`src/rtl/uart_pkg.sv`:
```
// uart_pkg: types, constants and helpers shared by the UART transmit and
// receive blocks of the comms/trigger subsystem.
package uart_pkg;

  // Payload bits carried by every frame
  localparam int DATA_BITS = 8;

  // Transmitter state machine encoding
  typedef enum logic {
    IDLE     = 1'b0,
    TRANSMIT = 1'b1
  } tx_state_t;

  // Bits on the wire for one frame: start + data + optional parity + stop(s)
  function automatic int frame_bits(input int stop_bits, input bit parity);
    return 1 + DATA_BITS + int'(parity) + stop_bits;
  endfunction

endpackage

```
`src/rtl/uart_tx_trig_if.sv`:
```
// uart_tx_trig_if: request/status bundle between a host and the UART
// transmitter. The master side requests frames; the slave side (transmitter)
// drives the serial line and status.
// Optional parity: when UART_TX_PARITY_EN is defined, parity_odd is added.
interface uart_tx_trig_if #(
  parameter int BAUD_W = 16
);
  import uart_pkg::*;

  logic                 trmt;
  logic [DATA_BITS-1:0] tx_data;
  logic [BAUD_W-1:0]    baud_cnt;
  logic                 clr_done;
`ifdef UART_TX_PARITY_EN
  logic                 parity_odd;
`endif
  logic                 TX;
  logic                 tx_busy;
  logic                 tx_done;

  modport master (
`ifdef UART_TX_PARITY_EN
    output parity_odd,
`endif
    output trmt, tx_data, baud_cnt, clr_done,
    input  TX, tx_busy, tx_done
  );

  modport slave (
`ifdef UART_TX_PARITY_EN
    input  parity_odd,
`endif
    input  trmt, tx_data, baud_cnt, clr_done,
    output TX, tx_busy, tx_done
  );

endinterface

```
`src/rtl/uart_baud_gen.sv`:
```
// uart_baud_gen: bit-period timer for the UART blocks. start latches the
// clocks-per-bit limit and zeroes the counter; while run is high the counter
// advances and shift pulses for one cycle at the end of every bit period.
// HALF_FIRST shortens the first period after start to half length, which lets
// a receiver land its first sample in the middle of the start bit.
module uart_baud_gen #(
  parameter int BAUD_W     = 16,
  parameter bit HALF_FIRST = 1'b0
) (
  input  logic              clk,
  input  logic              rst_n,
  input  logic              start,
  input  logic              run,
  input  logic [BAUD_W-1:0] baud_cnt,
  output logic              shift
);

  logic [BAUD_W-1:0] baud_lim;
  logic [BAUD_W-1:0] count;
  logic [BAUD_W-1:0] target;
  logic              first_bit;

  // Terminal count for the current bit, halved on the first bit when asked
  always_comb begin
    target = baud_lim;
    if (HALF_FIRST && first_bit) begin
      target = baud_lim >> 1;
    end
  end

  assign shift = run && (count == target);

  // Latch the limit at frame start so mid-frame baud changes are ignored,
  // then count clocks within each bit and wrap on every shift
  always_ff @(posedge clk or negedge rst_n) begin
    if (!rst_n) begin
      baud_lim  <= '0;
      count     <= '0;
      first_bit <= 1'b0;
    end else if (start) begin
      baud_lim  <= baud_cnt;
      count     <= '0;
      first_bit <= 1'b1;
    end else if (run) begin
      if (shift) begin
        count     <= '0;
        first_bit <= 1'b0;
      end else begin
        count <= count + BAUD_W'(1);
      end
    end
  end

endmodule

```
`src/rtl/uart_tx_trig.sv`:
```
// uart_tx_trig: UART transmitter. Sends one byte per trmt pulse as a start
// bit, 8 data bits LSB first and STOP_BITS stop bits, with the bit period
// taken from the shared runtime baud register (baud_cnt = clocks per bit - 1).
// Optional parity: define UART_TX_PARITY_EN to add parity_odd and insert a
// parity bit between data bit 7 and the stop bit(s).
module uart_tx_trig
  import uart_pkg::*;
#(
  parameter int BAUD_W    = 16,
  parameter int STOP_BITS = 1
) (
  input logic           clk,
  input logic           rst_n,
  uart_tx_trig_if.slave bus
);

`ifdef UART_TX_PARITY_EN
  localparam bit PARITY_EN = 1'b1;
`else
  localparam bit PARITY_EN = 1'b0;
`endif

  localparam int               FRAME_W  = frame_bits(STOP_BITS, PARITY_EN);
  localparam int               CNT_W    = $clog2(FRAME_W + 1);
  localparam logic [CNT_W-1:0] LAST_BIT = CNT_W'(FRAME_W - 1);

  tx_state_t          state;
  tx_state_t          next_state;
  logic [FRAME_W-1:0] shift_reg;
  logic [FRAME_W-1:0] frame_word;
  logic [CNT_W-1:0]   bit_cnt;
  logic               shift;
  logic               run;
  logic               load;
  logic               set_done;
  logic               tx_busy_q;
  logic               tx_done_q;

  uart_baud_gen #(
    .BAUD_W     (BAUD_W),
    .HALF_FIRST (1'b0)
  ) u_baud_gen (
    .clk      (clk),
    .rst_n    (rst_n),
    .start    (load),
    .run      (run),
    .baud_cnt (bus.baud_cnt),
    .shift    (shift)
  );

  // Assemble the frame word, bit 0 goes out first (start bit)
  always_comb begin
`ifdef UART_TX_PARITY_EN
    frame_word = {{STOP_BITS{1'b1}}, (^bus.tx_data) ^ bus.parity_odd,
                  bus.tx_data, 1'b0};
`else
    frame_word = {{STOP_BITS{1'b1}}, bus.tx_data, 1'b0};
`endif
  end

  // State register
  always_ff @(posedge clk or negedge rst_n) begin
    if (!rst_n) begin
      state <= IDLE;
    end else begin
      state <= next_state;
    end
  end

  // Next state: start on a request, finish on the shift out of the last bit
  always_comb begin
    next_state = state;
    case (state)
      IDLE:     if (bus.trmt) next_state = TRANSMIT;
      TRANSMIT: if (shift && (bit_cnt == LAST_BIT)) next_state = IDLE;
      default:  next_state = IDLE;
    endcase
  end

  // FSM outputs: load accepts a request only when idle, so requests during a
  // frame are dropped; set_done marks the end of the final stop bit
  always_comb begin
    run      = 1'b0;
    load     = 1'b0;
    set_done = 1'b0;
    case (state)
      IDLE: begin
        load = bus.trmt;
      end
      TRANSMIT: begin
        run      = 1'b1;
        set_done = shift && (bit_cnt == LAST_BIT);
      end
      default: begin
        run = 1'b0;
      end
    endcase
  end

  // Shift register and bit counter; ones shift in so the line idles high
  // once the frame has fully drained out of bit 0
  always_ff @(posedge clk or negedge rst_n) begin
    if (!rst_n) begin
      shift_reg <= '1;
      bit_cnt   <= '0;
    end else if (load) begin
      shift_reg <= frame_word;
      bit_cnt   <= '0;
    end else if (shift) begin
      shift_reg <= {1'b1, shift_reg[FRAME_W-1:1]};
      bit_cnt   <= bit_cnt + CNT_W'(1);
    end
  end

  // Busy flag: high from the cycle after acceptance through the last stop bit
  always_ff @(posedge clk or negedge rst_n) begin
    if (!rst_n) begin
      tx_busy_q <= 1'b0;
    end else if (load) begin
      tx_busy_q <= 1'b1;
    end else if (set_done) begin
      tx_busy_q <= 1'b0;
    end
  end

  // Sticky done flag: a request or explicit clear wins over a coincident set
  always_ff @(posedge clk or negedge rst_n) begin
    if (!rst_n) begin
      tx_done_q <= 1'b0;
    end else if (bus.trmt || bus.clr_done) begin
      tx_done_q <= 1'b0;
    end else if (set_done) begin
      tx_done_q <= 1'b1;
    end
  end

  assign bus.TX      = shift_reg[0];
  assign bus.tx_busy = tx_busy_q;
  assign bus.tx_done = tx_done_q;

endmodule

```
`src/flat_wrapper.sv`:
```
// flat-port wrapper written by rule: the top's interface ports become plain ports
module uart_tx_trig_flat import uart_pkg::*;
#(
  parameter int BAUD_W    = 16,
  parameter int STOP_BITS = 1
)
  (clk, rst_n, bus_trmt, bus_tx_data, bus_baud_cnt, bus_clr_done, bus_TX, bus_tx_busy, bus_tx_done);
  uart_tx_trig_if #(.BAUD_W(BAUD_W)) bus_i ();
  input logic clk;
  input logic rst_n;
  input wire logic [$bits(bus_i.trmt)-1:0] bus_trmt;
  input wire logic [$bits(bus_i.tx_data)-1:0] bus_tx_data;
  input wire logic [$bits(bus_i.baud_cnt)-1:0] bus_baud_cnt;
  input wire logic [$bits(bus_i.clr_done)-1:0] bus_clr_done;
  output wire logic [$bits(bus_i.TX)-1:0] bus_TX;
  output wire logic [$bits(bus_i.tx_busy)-1:0] bus_tx_busy;
  output wire logic [$bits(bus_i.tx_done)-1:0] bus_tx_done;
  assign bus_i.trmt = bus_trmt;
  assign bus_i.tx_data = bus_tx_data;
  assign bus_i.baud_cnt = bus_baud_cnt;
  assign bus_i.clr_done = bus_clr_done;
  assign bus_TX = bus_i.TX;
  assign bus_tx_busy = bus_i.tx_busy;
  assign bus_tx_done = bus_i.tx_done;
  uart_tx_trig #(.BAUD_W(BAUD_W), .STOP_BITS(STOP_BITS)) u_core (.clk(clk), .rst_n(rst_n), .bus(bus_i));
endmodule
```
`config.mk`:
```
export PLATFORM = sky130hd
export DESIGN_NAME = uart_tx_trig_flat
export DESIGN_NICKNAME = d
export VERILOG_FILES = /design/src/rtl/uart_pkg.sv /design/src/rtl/uart_tx_trig_if.sv /design/src/rtl/uart_baud_gen.sv /design/src/rtl/uart_tx_trig.sv /design/src/flat_wrapper.sv
export SDC_FILE = /design/constraint.sdc
export NUM_CORES = 1
export LEC_CHECK = 0
export CORE_MARGIN = 1.5
export CORE_UTILIZATION = 45
export DETAILED_ROUTE_END_ITERATION = 6
export MAX_ROUTING_LAYER = met4
export PLACE_DENSITY = 0.7
export REMOVE_ABC_BUFFERS = 1
export SYNTH_ARGS = -nofsm -noshare
export SYNTH_HDL_FRONTEND = slang
export SYNTH_SLANG_ARGS = --single-unit
```
`constraint.sdc`:
```
create_clock -name clk -period 1.95 [get_ports clk]
set_clock_uncertainty 0.15 [all_clocks]
set_input_delay 0.585 -clock clk [delete_from_list [all_inputs] [get_ports clk]]
set_output_delay 0.585 -clock clk [all_outputs]
set_load 0.05 [all_outputs]
```
==> results.sh <==
export IMPL_p_sw_mw=0.840
export IMPL_worst_slew_pin_transition_ns=0.422
export IMPL_setup_tns_ns=-0.288
export IMPL_grt_pass1_vias=1852
export IMPL_antennaDiodeCount=0
export IMPL_synth_common_cells="nand2_1, dfrtp_1, nor2_1"
export IMPL_synth_edf_count=0
export IMPL_synth_area_leader_cell="dfrtp_1"
export IMPL_violations="negative setup slack"
export IMPL_clk_pin_slew_ns=0.09
export IMPL_h_tree_depth=2
export IMPL_start_kind="register"
export IMPL_r2r_start="u_core.u_baud_gen.count[14]"
export IMPL_cp_data_arrival_time_ns=2.03
export IMPL_fp_dieW_um=75.3
export IMPL_clkLatencyLatePin_ns=0.31
export IMPL_async_flop_share_pct=100
export IMPL_fmax_mhz=505
export IMPL_drv_cap=0
export IMPL_ys_types=35
export IMPL_setup_ws_ns=-0.0297
export IMPL_slew_viol_final=0
export IMPL_synthCells=252
export IMPL_avgSynthCellArea_um2=9.33
export IMPL_peakVddDrop_mv=0.424
export IMPL_end_kind="register"
export IMPL_io_buffers=30
export IMPL_grt_max_degree=33
export IMPL_setup_viol=15
export IMPL_clockRootBuffer="clkbuf_8"
export IMPL_fin_util_pct=63.4
export IMPL_synth_ff_type="dfrtp_1"
export IMPL_internal_power_mw=2.03
export IMPL_dr_pass1_iters=5
export IMPL_ys_seq_area_share_pct=51.6
export IMPL_final_cell_area_um2=3220
export IMPL_cts_made_buffers=5
export IMPL_gp_congestion=0.892
export IMPL_yosysWarningCount=0
export IMPL_drive_gt1_share_pct=23.3
export IMPL_p_seq_share_pct=45.9
export IMPL_placed_area_um2=2980
export IMPL_start_util_pct=46.3
export IMPL_timing_slew_headroom_pct=71.9
export IMPL_synth_top_area_share_pct=41.5
export IMPL_drt_initial_drc_count=71
export IMPL_p_comb_share_pct=27.7
export IMPL_startpoint="u_core.u_baud_gen.count[14]"
export IMPL_wire_per_inst_um=13.0
export IMPL_antenna_found_initial=0
export IMPL_overflow=0
export IMPL_power_leakage_nw=1.44
export IMPL_power_density_nw_per_um2=894
export IMPL_clock_path_buffers=2
export IMPL_drt_vias_per_instance=4.99
export IMPL_r2r_setup_slack_ns=-0.03
export IMPL_total_power_mw=2.87
export IMPL_row_count=26
export IMPL_drc_errors=0
export IMPL_cts_tree="built"
export IMPL_final_nets=347
export IMPL_reg2reg_depth=6
export IMPL_area_delta_synth_final_pct=36.8
export IMPL_critPathRequiredTime_ns=2.00
export IMPL_rsz0062_at_grt="true"
export IMPL_grt_usage_pct=21.1
export IMPL_grt_pass1_wl_um=8600
export IMPL_r2r_end="u_core.u_baud_gen.count[15]"
export IMPL_fin_crit_ns=1.98
export IMPL_vias=1933
export IMPL_cts_sinks=48
export IMPL_pin_count=31
export IMPL_hold_class="primary input to async pin"
export IMPL_dp_slack_ns=-0.268
export IMPL_status="finished, violations left"
export IMPL_synth_most_common_cell="nand2_1"
export IMPL_post_dp_hpwl_um=3600
export IMPL_synth_seq_cells=48
export IMPL_min_period_over_period_pct=102
export IMPL_hold_viol=0
export IMPL_design_core_area_um2=5070
export IMPL_die_h_um=75.3
export IMPL_ys_top_cells_by_area="dfrtp_1, dfstp_2, nand2_1"
export IMPL_critPathKind="register to register"
export IMPL_die_area_um2=5670
export IMPL_p_clk_share_pct=26.4
export IMPL_drtAntennaViolNets=0
export IMPL_cp_max_fo=13
export IMPL_wirelength_um=5040
export IMPL_switching_share_pct=29.2
export IMPL_syn_area_um2=2350
==> stage by stage <==
stage	hold slack [ns]	std cells
detailed placement	0.333	374
global placement	0.330	374
CTS	0.0668	386
floorplan	0.139	240
global route	0.0747	387
finish	0.0538	387
==> power groups by stage <==
stage / logic [mW] / clock network (mW) / registers [mW]
after floorplan: 0.355 / 0 / 1.36
after global placement: 0.723 / 0 / 1.33
after detailed placement: 0.733 / 0 / 1.33
after CTS: 0.754 / 0.780 / 1.32
after global routing: 0.894 / 0.820 / 1.34
final: 0.795 / 0.760 / 1.32
==> worst max-delay path by stage <==
stage / end / slack (ns) / depth (start not counted)
floorplan: u_core.bus.tx_done / -0.27 / 5
global placement: u_core.shift_reg[3] / -0.24 / 6
detailed placement: u_core.shift_reg[0] / -0.27 / 6
CTS: u_core.bus.tx_busy / -0.04 / 6
global route: u_core.bus.tx_busy / -0.09 / 6
finish: u_core.u_baud_gen.count[15] / -0.03 / 6
==> critical path, stage by stage, from the launching register on <==
cell	delay (ns)
dfrtp_1	0.41
xnor2_1	0.18
nand2_1	0.12
or4_4	0.58
o21ai_4	0.21
buf_12	0.16
nor2_1	0.05
==> cell families after synthesis <==
logic type	synth area share, %
AOI/OAI and AO/OA	10.4
xor gates and xnor gates	9.69
adders and majority gates	1.60
buffers and inverters	3.89
DFF	51.6
muxes	0.426
and+or+nand+nor	22.5
==> routing by layer <==
metal  vias up  track usage, %  share of wire [%]
li1        974               -                  -
met1       917            27.9                 47
met2        34            32.4                 49
met3         8            4.15                3.1
met4         0            7.54                1.4
met5         -               -                  0
==> cell type report <==
type,instances,area (um2)
multi-input combinational,185,1090
fill,447,1860
clock inverter,2,38.8
inverter,7,26.3
sequential,48,1210
tap,70,87.6
clock buffer,6,82.6
timing repair buffer,69,674
==> layout by cell type, fill, tap and decap left out, drive strengths merged, types with 7 or more instances in the layout <==
cell / count
a31oi: 8
buf: 43
clkdlybuf4s50: 26
dfrtp: 39
dfstp: 9
inv: 7
nand2: 53
nand3: 12
nor2: 29
o21ai: 18
xnor2: 9
xor2: 17
==> timing repair <==
action,4_1_cts,5_1_grt
hold endpoints to repair,0,0
gates resized for setup,6,14
setup endpoints to repair,28,30
hold buffers,0,0
setup buffers,4,1
pin swaps,8,10
(Power assumes the default switching activity.)
